### src/rtl/matrix_loader.sv
// -----------------------------------------------------------------------------
// matrix_loader
// Upstream feeder for the 5x5 matrix operation stages. Collects a byte stream
// over a valid/ready handshake into two packed matrices (matrizA first, then
// matrizB, both row-major), holds them stable and pulses load_done once both
// are complete.
//
// Packing: element (r,c) lives at bits [DATA_W*(DIM*r+c) +: DATA_W].
//
// Ports:
//   clk        system clock, rising edge
//   rst        asynchronous active-high reset
//   start      one-cycle pulse: clear both matrices and begin a new load
//   size       (LOADER_SIZE_CFG_EN only) active size n, sampled on start
//   in_data    element value
//   in_valid   in_data is valid
//   in_ready   loader accepts in_data this cycle (combinational)
//   matrizA    first matrix, packed
//   matrizB    second matrix, packed
//   busy       load in progress (LOAD_A or LOAD_B), registered
//   load_done  one-cycle pulse: both matrices complete, registered
//
// Optional feature macro: LOADER_SIZE_CFG_EN
//   Defined   : adds size[2:0]; each matrix holds n*n elements with r,c < n,
//               where 0 or values above DIM clamp to DIM.
//   Undefined : fixed DIM x DIM load.
// -----------------------------------------------------------------------------
module matrix_loader #(
  parameter int DATA_W = 8,
  parameter int DIM    = 5
) (
  input  logic                      clk,
  input  logic                      rst,
  input  logic                      start,
`ifdef LOADER_SIZE_CFG_EN
  input  logic [2:0]                size,
`endif
  input  logic [DATA_W-1:0]         in_data,
  input  logic                      in_valid,
  output logic                      in_ready,
  output logic [DIM*DIM*DATA_W-1:0] matrizA,
  output logic [DIM*DIM*DATA_W-1:0] matrizB,
  output logic                      busy,
  output logic                      load_done
);

  localparam int MW = DIM * DIM * DATA_W;
  localparam int NW = $clog2(DIM + 1);
  localparam int OW = $clog2(MW);
  localparam logic [NW-1:0] DIM_N = NW'(DIM);

  typedef enum logic [1:0] {
    IDLE   = 2'd0,
    LOAD_A = 2'd1,
    LOAD_B = 2'd2,
    DONE   = 2'd3
  } state_t;

  state_t          state_r;
  logic [NW-1:0]   row_r;
  logic [NW-1:0]   col_r;
  logic [MW-1:0]   mat_a_r;
  logic [MW-1:0]   mat_b_r;
  logic            busy_r;
  logic            load_done_r;
  logic [NW-1:0]   n_s;
  logic [NW-1:0]   n_m1_s;
  logic [OW-1:0]   off_s;

`ifdef LOADER_SIZE_CFG_EN
  logic [NW-1:0]   n_r;

  // Map a requested size onto 1..DIM; 0 and out-of-range requests mean full size.
  function automatic logic [NW-1:0] clamp_size(input logic [2:0] s);
    if ((s == 3'd0) || (int'(s) > DIM)) begin
      return DIM_N;
    end else begin
      return NW'(s);
    end
  endfunction

  assign n_s = n_r;
`else
  assign n_s = DIM_N;
`endif

  assign n_m1_s = n_s - NW'(1);

  // Bit offset of the element currently addressed by the row/column counters.
  assign off_s = OW'(row_r) * OW'(DIM * DATA_W) + OW'(col_r) * OW'(DATA_W);

  // start wins over a beat in the same cycle, so the ready is masked by it.
  assign in_ready  = ((state_r == LOAD_A) || (state_r == LOAD_B)) & ~start;
  assign matrizA   = mat_a_r;
  assign matrizB   = mat_b_r;
  assign busy      = busy_r;
  assign load_done = load_done_r;

  // Load FSM: counters, matrix storage and registered status outputs.
  always_ff @(posedge clk or posedge rst) begin
    if (rst) begin
      state_r     <= IDLE;
      row_r       <= '0;
      col_r       <= '0;
      mat_a_r     <= '0;
      mat_b_r     <= '0;
      busy_r      <= 1'b0;
      load_done_r <= 1'b0;
`ifdef LOADER_SIZE_CFG_EN
      n_r         <= DIM_N;
`endif
    end else if (start) begin
      // Restart from any state; also drops a done pulse that would follow.
      state_r     <= LOAD_A;
      row_r       <= '0;
      col_r       <= '0;
      mat_a_r     <= '0;
      mat_b_r     <= '0;
      busy_r      <= 1'b1;
      load_done_r <= 1'b0;
`ifdef LOADER_SIZE_CFG_EN
      n_r         <= clamp_size(size);
`endif
    end else begin
      case (state_r)
        IDLE: begin
          busy_r      <= 1'b0;
          load_done_r <= 1'b0;
        end
        LOAD_A, LOAD_B: begin
          load_done_r <= 1'b0;
          if (in_valid) begin
            if (state_r == LOAD_A) begin
              mat_a_r[off_s +: DATA_W] <= in_data;
            end else begin
              mat_b_r[off_s +: DATA_W] <= in_data;
            end
            if (col_r == n_m1_s) begin
              col_r <= '0;
              if (row_r == n_m1_s) begin
                // Last element of the active n x n window.
                row_r <= '0;
                if (state_r == LOAD_A) begin
                  state_r <= LOAD_B;
                end else begin
                  state_r     <= DONE;
                  busy_r      <= 1'b0;
                  load_done_r <= 1'b1;
                end
              end else begin
                row_r <= row_r + NW'(1);
              end
            end else begin
              col_r <= col_r + NW'(1);
            end
          end else begin
            col_r <= col_r;
          end
        end
        DONE: begin
          state_r     <= IDLE;
          busy_r      <= 1'b0;
          load_done_r <= 1'b0;
        end
        default: begin
          state_r     <= IDLE;
          busy_r      <= 1'b0;
          load_done_r <= 1'b0;
        end
      endcase
    end
  end

endmodule
### config.mk
export PLATFORM = sky130hd
export DESIGN_NAME = matrix_loader
export DESIGN_NICKNAME = d
export VERILOG_FILES = /design/src/rtl/matrix_loader.sv
export SDC_FILE = /design/constraint.sdc
export NUM_CORES = 1
export LEC_CHECK = 0
export ABC_AREA = 1
export BUFFER_PORTS_ARGS = -buffer_cell sky130_fd_sc_hd__buf_2
export CORE_ASPECT_RATIO = 1.75
export CORE_MARGIN = 2
export CORE_UTILIZATION = 50
export CTS_BUF_LIST = sky130_fd_sc_hd__clkbuf_8
export CTS_CLUSTER_DIAMETER = 150
export DETAILED_ROUTE_END_ITERATION = 8
export PLACE_DENSITY_LB_ADDON = 0.05
export SLEW_MARGIN = 0
export SYNTH_ARGS = -nofsm -noshare
export SYNTH_HDL_FRONTEND = slang
export SYNTH_SLANG_ARGS = --single-unit
### constraint.sdc
create_clock -name clk -period 12.4 [get_ports clk]
set_clock_uncertainty 0.1 [all_clocks]
set_input_delay 0.62 -clock clk [delete_from_list [all_inputs] [get_ports clk]]
set_output_delay 0.62 -clock clk [all_outputs]
set_load 0.005 [all_outputs]
==> run summary <==
The tools report the leakage power summed over all cells as 12.4 nW. TritonCTS created 58 clock buffers. Across the run, the number of max-cap violations was 0. Synthesis handed over a netlist of 2059 instances. The endpoint class of the critical path was a register. For the number of gates resized after cts, the log shows 0.

After clock tree synthesis, the flow added hold-fix buffers numbering 0. At the end of routability-driven placement, the weighted congestion stood at 0.874. For met1 alone, demand over resource in global routing was 35.8%. Count of final hold-check violations: 0. Yosys mapped a number of flops with a built-in enable equal to 0. In this run the tool buffered the top-level ports with 414 buffer cells.

TritonCTS built the clock tree. The number of antenna violations at the first check in global routing was 1; the overall die width was 144 um. The peak supply drop is 0.116 mV.

The synthesized design contains 410 register bits. In this run the post-CTS setup repair buffer count came out at 0. The tools report the root buffer cell as sky130_fd_sc_hd__clkbuf_8. The min-delay analysis places its worst path in the category in -> async. The netlist uses 34 different library cells. The total global-route track usage is 30.4%, and the fraction of synthesized cell area taken by the top area cell type is 59.4%.

The synthesized netlist devotes 31.0% of its cell area to simple gates. The synthesized netlist devotes 1.06% of its cell area to adder and majority cells. The tools report the boundary pin count as 415.

The die is 250 um tall. For the number of failing setup endpoints in the final timing report, the log shows 0. Yosys printed 0 warnings. The worst setup path is of the reg -> reg kind. Yosys attributes the largest share of cell area to sky130_fd_sc_hd__dfrtp_1 (59%), sky130_fd_sc_hd__nand2_1 (22%), sky130_fd_sc_hd__o21ai_0 (4.3%).

The number of nets produced by synthesis is 2085, and the clock period minus final worst setup slack is 3.99 ns. After detailed routing, the number of vias per cell comes to 5.20. After synthesis, flip-flops and latches occupy 59.4% of the total area. Setup repair after global routing left no endpoint under its margin. The run finished with clean final reports. For the number of pins with negative max-slew slack in the final report, the log shows 0.

At the pin with the least slew margin, the transition time is 1.02 ns. Timing would allow up to 0.250 GHz. The first-pass iteration count of the detailed router was 5; the average wire per standard cell was 18.4 um. The tree built by TritonCTS fans out to 410 sinks. The tools report the total routed wirelength as 55.1 mm.

For met3 alone, demand over resource in global routing was 5.60%. By count the netlist is led by sky130_fd_sc_hd__nand2_1 (1031), sky130_fd_sc_hd__dfrtp_1 (410), sky130_fd_sc_hd__o21ai_0 (148), sky130_fd_sc_hd__nor2_1 (137), sky130_fd_sc_hd__inv_1 (72). The number of cells on the worst reg-to-reg path is 11. The power share of the clock group was 26.6%.

Of all nets on the critical path, the largest fanout is 90. In this run, flip-flops and latches consume 38.0% of the power. The run gives 0.61 ns as the clock latency reported for the late side of the worst-skew pair. The relative slew slack came out at 32.3%. The most repeated cell in the gate-level netlist after synthesis was sky130_fd_sc_hd__nand2_1. The global routing stage identified its most utilized layer as met2.

The run gives 895 as the violation count after the first detailed-route iteration. The data arrival time at the worst-slack endpoint is 4.36 ns, and the final standard cell area without fillers is 0.0212 mm2. The power per unit of standard cell area was 211 mW/mm2; the post-route clock period utilization was 32.2%. After global routing the overflow that remains totals 0. After clock tree synthesis, the clock-pin slew on the worst setup and hold paths is 0.07 ns. The part of the total power dissipated in combinational logic was 35.4%. The maximum root-to-sink buffer count came out at 3. In this run the cell area of the synthesized design comes to 0.0173 mm2. The logs give 52.0% for the met2 usage in global routing and 0.00185 W for the net switching power of the design. The H-tree generated during clock tree synthesis spans 2 levels.

The tools report the area of the core as 0.0342 mm2. The routed layout has 15600 vias. Adding up every negative setup slack in the final design gives 0 ns. The end-of-flow core utilization is 61.9%.

Multiplexer cells account for 0% of the synthesized area. The first global-routing pass estimated 84.6 mm of wire. Internal power comes to 0.00261 W. The XOR/XNOR share of the synthesized area is 0.0507%.

Entering global routing, the biggest net connects 167 pins. The post-route netlist has 24.0% of its cells at a drive strength greater than 1. The post-synthesis compound-gate area fraction was 4.97%; the total DRC errors in the routed layout was 0. For this configuration, the core starts out at a cell density of 50.5%. Post-synthesis to final-layout area growth: 22.6%. The proportion of register bits with asynchronous set or reset after synthesis is 100%.

The switching part of the total was 41.5%; the number of global-route vias before repair was 15400. For the number of standard-cell rows in the floorplan, the log shows 90. Full die area: 0.0361 mm2. The net count reported at finish came out at 2511.

The tools report the half-perimeter wire length after placement as 39.3 mm. The average instance in the mapped netlist occupies 8.39 um2. After synthesis, the largest family of logic cells by area is simple AND/OR/NAND/NOR gates. The placed instances occupy a cell area of 0.0198 mm2.

Most common flop cell mapped by yosys: sky130_fd_sc_hd__dfrtp_1. sky130_fd_sc_hd__dfrtp_1 takes more of the synthesized area than any other cell. The type of origin of the critical path was a register. The post-route antenna net violation count is 0. The required time of the critical path was 12.77 ns.
cell families after synthesis:
group	count (synthesis)
flip-flops	410
buffers and inverters	153
XOR/XNOR	1
AO/OA/AOI/OAI	165
AND/OR/NAND/NOR	1316
adder cells (fa/ha/maj)	14
routing by layer:
metal | share of wire, % | vias to the layer above
met5 | 0 | -
met4 | 5.7 | 0
met3 | 6.7 | 156
met2 | 51 | 634
met1 | 37 | 7437
li1 | - | 7349
critical path, cell delays in order (launching register included):
cell and delay (ns):
sky130_fd_sc_hd__dfrtp_1 0.40, sky130_fd_sc_hd__inv_1 0.08, sky130_fd_sc_hd__ha_1 0.21, sky130_fd_sc_hd__nand2_1 0.28, sky130_fd_sc_hd__inv_1 0.31, sky130_fd_sc_hd__nor2_4 0.04
sky130_fd_sc_hd__buf_4 0.31, sky130_fd_sc_hd__inv_4 0.54, sky130_fd_sc_hd__buf_4 0.87, sky130_fd_sc_hd__nand2_1 0.40, sky130_fd_sc_hd__nand2_1 0.15, sky130_fd_sc_hd__o21ai_0 0.09
cells in the final DEF, fill, tap and decap left out, types with 2 or more instances in the layout:
cell / n
sky130_fd_sc_hd__bufinv_16: 3
sky130_fd_sc_hd__nor4_1: 7
sky130_fd_sc_hd__nand4_1: 42
sky130_fd_sc_hd__dfrtp_1: 410
sky130_fd_sc_hd__o21ai_0: 148
sky130_fd_sc_hd__nand3_2: 9
sky130_fd_sc_hd__nor2_4: 6
sky130_fd_sc_hd__inv_2: 12
sky130_fd_sc_hd__clkinv_2: 11
sky130_fd_sc_hd__o21ai_2: 8
sky130_fd_sc_hd__o21ai_1: 6
sky130_fd_sc_hd__inv_4: 2
sky130_fd_sc_hd__nand2_2: 22
sky130_fd_sc_hd__nand3_1: 41
sky130_fd_sc_hd__clkbuf_8: 84
sky130_fd_sc_hd__buf_2: 414
sky130_fd_sc_hd__nand2_4: 2
sky130_fd_sc_hd__ha_1: 13
sky130_fd_sc_hd__nor2_1: 135
sky130_fd_sc_hd__inv_1: 80
sky130_fd_sc_hd__buf_4: 18
sky130_fd_sc_hd__nor3_1: 8
sky130_fd_sc_hd__nor2_2: 6
sky130_fd_sc_hd__nand2_1: 1031
sky130_fd_sc_hd__nor4_2: 3
power by group through the flow:
stage	Clock (W)	Sequential, W	Combinational [W]
6_report	0.00119	0.00170	0.00158
2_1_floorplan	0	0.00170	0.00100
3_5_place_dp	0	0.00171	0.00158
3_3_place_gp	0	0.00171	0.00156
5_1_grt	0.00126	0.00171	0.00175
4_1_cts	0.00121	0.00169	0.00158
final timing paths:
path / end / from / slack, ns
worst max-delay path: matrizA[131] / state_r[1] / 8.41
worst min-delay path: matrizB[131] / rst / 0.07
worst max register to register: matrizA[131] / state_r[1] / 8.41
worst min register to register: matrizA[88] / matrizA[88] / 0.37
max in group asynchronous: matrizB[95] / rst / 9.94
min in group clk: load_done / in_valid / 0.22
final cells by class:
type | count | area, um2
Antenna cell | 1 | 2.50
Clock buffer | 84 | 1160
Clock inverter | 25 | 190
Fill cell | 3174 | 13100
Inverter | 86 | 340
Multi-Input combinational cell | 1496 | 6420
Sequential cell | 410 | 10300
Tap cell | 460 | 576
Timing Repair Buffer | 433 | 2230
through the flow:
stage	setup WS [ns]	total power [W]	cells	hold slack [ns]
floorplan	0.272	0.00270	2059	0.365
global placement	8.47	0.00327	2885	0.350
detailed placement	8.39	0.00329	2885	0.353
CTS	8.38	0.00448	2994	0.0838
global route	8.06	0.00472	2995	0.126
finish	8.41	0.00447	2995	0.0733
state kept, by name (all words and copies together), names as in the netlist:
name,flops
load_done,1
matrizA,200
matrizB,200
busy,1
row_r,3
state_r,2
col_r,3
No activity file was read; power rests on OpenSTA's default activity.
